`src/rtl/instruction_fetch.sv`:
```
// Instruction fetch stage: walks the PC through instruction memory, resolves
// unconditional jumps early, and restarts on execute-stage redirects.
module instruction_fetch #(
  parameter logic [15:0] RESET_PC   = 16'h0000,
  parameter logic [15:0] NOP_WORD   = 16'h0000,
  parameter logic [3:0]  JMP_OPCODE = 4'b1101
) (
  input  logic        clk,
  input  logic        reset,
  input  logic        stall_id,
  input  logic        redirect_ex,
  input  logic [15:0] redirect_target_ex,
  output logic        imem_req,
  output logic [15:0] imem_addr,
  input  logic        imem_ready,
  input  logic [15:0] imem_rdata,
  output logic [15:0] instruction_if,
  output logic [15:0] next_program_counter_if,
  output logic        branch_prediction_bp
);

  // state | meaning
  // BOOT  | one idle cycle after reset, no memory request
  // FETCH | requesting the word at pc
  // STALL | decode is full; pc and outputs held, no request
  typedef enum logic [1:0] {
    BOOT  = 2'd0,
    FETCH = 2'd1,
    STALL = 2'd2
  } state_t;

  state_t      state;
  logic [15:0] pc;
  logic [15:0] pc_inc;
  logic        is_jmp;

  assign pc_inc = pc + 16'd1;
  assign is_jmp = (imem_rdata[15:12] == JMP_OPCODE);

  // A stall seen in FETCH suppresses the request that same cycle, since the
  // returned word could not be accepted anyway.
  assign imem_req  = (state == FETCH) && !stall_id;
  assign imem_addr = pc;

  always_ff @(posedge clk or posedge reset) begin
    if (reset) begin
      state                   <= BOOT;
      pc                      <= RESET_PC;
      instruction_if          <= NOP_WORD;
      next_program_counter_if <= RESET_PC;
      branch_prediction_bp    <= 1'b0;
    end else begin
      branch_prediction_bp <= redirect_ex;
      if (redirect_ex) begin
        state          <= FETCH;
        pc             <= redirect_target_ex;
        instruction_if <= NOP_WORD;
      end else begin
        case (state)
          BOOT: state <= FETCH;
          FETCH: begin
            if (stall_id) begin
              state <= STALL;
            end else if (imem_ready) begin
              instruction_if          <= imem_rdata;
              next_program_counter_if <= pc_inc;
              pc <= is_jmp ? {pc[15:12], imem_rdata[11:0]} : pc_inc;
            end else begin
              instruction_if <= NOP_WORD;
            end
          end
          STALL: begin
            if (!stall_id) state <= FETCH;
          end
          default: state <= BOOT;
        endcase
      end
    end
  end

endmodule

```
`config.mk`:
```
export PLATFORM = sky130hd
export DESIGN_NAME = instruction_fetch
export DESIGN_NICKNAME = d
export VERILOG_FILES = /design/src/rtl/instruction_fetch.sv
export SDC_FILE = /design/constraint.sdc
export NUM_CORES = 1
export LEC_CHECK = 0
export ABC_AREA = 1
export CAP_MARGIN = 20
export CORE_AREA = 2 2 71 90
export CTS_CLUSTER_SIZE = 28
export DETAILED_ROUTE_END_ITERATION = 10
export DIE_AREA = 0 0 73 92
export HOLD_SLACK_MARGIN = 0.08
export PLACE_DENSITY = 0.78
export SLEW_MARGIN = 20
export SYNTH_ARGS = -nofsm -noshare
export SYNTH_HDL_FRONTEND = slang
export SYNTH_SLANG_ARGS = --single-unit
```
`constraint.sdc`:
```
create_clock -name clk -period 1.95 [get_ports clk]
set_input_delay 0.195 -clock clk [delete_from_list [all_inputs] [get_ports clk]]
set_output_delay 0.195 -clock clk [all_outputs]
set_load 0.05 [all_outputs]
```
==> impl_results.md <==
* Placed Instance Area at 3560 um^2
* Slew headroom at 64.7%
* Area contributors post-synth: dfrtp_1, nand2_1, nor2_1
* Post-synth top area cell: dfrtp_1
* Tcrit/Tclk final at 94.4%
* Post-DP HPWL at 5220 um
* Clk Latency, worst-skew pair at 300 ps
* Remaining DRCs at 0
* Post-DR wirelength/cell at 13.9 um
* 1st-iter DRT viols at 169
* Crit Path Max Fanout at 7
* Bufs and invs on worst path at 1
* CTS tree: done
* Async S/R FF share, synth at 100%
* LEAKAGE at 1.75 nW
* Hold Buf Count CTS at 0
* Cells after Synth at 329
* Slowest stage delay, CP at 870 ps
* Vias in the first global route at 2398
* Final min period at 1840 ps
* Site Rows at 32
* Logic pwr share at 43.8%
* Switching power at 1.57 mW
* Largest net degree at the start of global routing at 52
* Final cell count without fillers at 488
* Post-synth cell types at 31
* Via density at 5.05
* Final Skew at 3.95 ps
* Worst path slowest cell: clkdlybuf4s50_1
* Initial antenna violation count at 0
* CP endpoint kind: primary output
* Dominant cell by count in the synthesized netlist: nand2_1
* Initial core utilization at 43.7%
* First-pass GRT wire length at 11300 um
* CTS resizes at 0
* Sequential fraction of design power at 38.0%
* Req. time, crit path at 1750 ps
* Worst-margin pin slew at 527 ps
* Final WL at 6800 um
* Top post-synthesis cells by count: nand2_1, dfrtp_1, nor2_1
* Post-layout util at 61.4%
* Sequential element share of the synthesized area at 48.9%
* Syn_area_per_cell at 7.93 um^2
* Fin Hold WS at 245 ps
* Number of CTS-inserted buffers at 5
* Yosys reg bits at 51
* Total die area at 6720 um^2
* Cell area after layout at 3660 um^2
* Tot GR Track Use at 21.4%
* Hold Violations, Final at 0
* Fin nets at 457
* Die Y-Extent at 92 um
* Cell area after synthesis at 2610 um^2
* Worst hold path type: in2async
* Root buf cell: clkbuf_8
* Syn Nets at 367
* Global route overflow at 0
* Critical path's top delay family: buffers and inverters
* Die width at 73 um
* Arrival time worst endpoint at 1650 ps
* Post-CTS Setup Inserts at 0
* Clock Path Buffers at 2
* Worst VDD drop at 0.427 mV
* Via count at 2465
* Number of synthesized flops with an enable pin at 0
* Sw Ratio at 42.6%
* H-tree depth at 2
* Placed cells at 480
* Startpoint types: register
* Remaining antenna violation count after routing at 0
* Final slew viol count at 0
* Antenna cells at 0
* CP Class: reg2out
* # port buffers at 86
* Routability cong. at 0.845
* Max_cap viols at 0
* Ys flop type: dfrtp_1
* Clock-pin slew on the worst setup and hold paths at 90 ps
* Max Clk Rate at 543 MHz
* Area Growth Syn to Fin at 40.5%
* Critical path cell sequence: clkdlybuf4s50_1
* Setup TNS Final at 0 ps
* Synth warnings at 0
* Status: complete, no violations
* Floorplan Core Area at 5970 um^2
* Internal at 2.12 mW
* Clk pwr share at 18.2%
* Share of the synthesized area in the top cell type at 48.9%
* PwrDens at 1010 nW/um^2
* # setup viols final at 0
* Layout cells sized above 1 at 9.05%
* Top-level port count at 87
* RSZ-0062 raised after global routing: no
* CTS Sinks at 51
* DR pass1 iterations at 4
[layout by cell type, fill, tap and decap left out, types with 2 or more instances in the layout]
master	count
clkinv_2	3
nand2_1	96
nand2_2	4
nor2_2	4
buf_4	5
inv_2	4
a21oi_2	4
a22o_1	8
buf_12	2
inv_1	28
clkbuf_8	7
nor2_1	45
a31oi_1	5
nand3_1	13
a21oi_1	13
clkdlybuf4s50_1	85
a22oi_1	2
nand4_1	7
xnor2_1	2
xor2_1	5
o21ai_0	17
dfrtp_1	51
[routing by layer]
layer  part of all wire [%]  GRT usage (%)  up-vias
li1                       -              -     1228
met1                     42           27.4     1153
met2                     53           36.9       75
met3                    4.0           2.42        9
met4                    1.6           7.25        0
met5                      0              0        -
[per-stage QoR]
stage	setup WS, ps	total power, mW
2_1_floorplan	230	2.46
3_3_place_gp	278	3.01
3_5_place_dp	220	3.04
4_1_cts	90.2	3.71
5_1_grt	60.8	3.87
6_report	108	3.69
[power groups by stage]
stage	registers [mW]	clock network, mW	logic, mW
after floorplan	2.02	0	0.434
after global placement	1.41	0	1.60
after detailed placement	1.42	0	1.62
after CTS	1.40	0.688	1.62
after global routing	1.43	0.724	1.72
final	1.40	0.669	1.62
[registers in the layout, indices dropped and copies added, names as in the netlist]
| register | count |
|---|---|
| branch_prediction_bp | 1 |
| state | 2 |
| instruction_if | 16 |
| imem_addr | 16 |
| next_program_counter_if | 16 |
[worst paths after layout]
kind	startpoint	end	slack, ps	cells past startpoint
min in group clk	imem_rdata[10]	instruction_if[10]	470	3
hold / removal	reset	instruction_if[3]	240	3
setup / recovery	imem_addr[2]	imem_addr[2]	110	1
hold reg to reg	next_program_counter_if[3]	next_program_counter_if[3]	490	2
setup reg to reg	imem_addr[0]	imem_addr[12]	340	10
max in group asynchronous	reset	next_program_counter_if[12]	1480	3
[final cells by class]
class                   instances  area [um^2]
fillers                       514         2300
flip-flops and latches         51         1280
multi-input cells             234         1140
repair buffers                 92          928
inverters                      35          135
clock buffers                   7         96.3
well taps                      68         85.1
clock inverters                 1         7.51
[logic make-up after synthesis]
kind of cell	share of synthesized area (%)
adder cells (fa/ha/maj)	0.480
AND/OR/NAND/NOR	28.0
AO/OA/AOI/OAI	12.8
flip-flops	48.9
XOR/XNOR	2.35
buffers and inverters	7.48
Note: power is estimated with default switching activity, not from simulation.
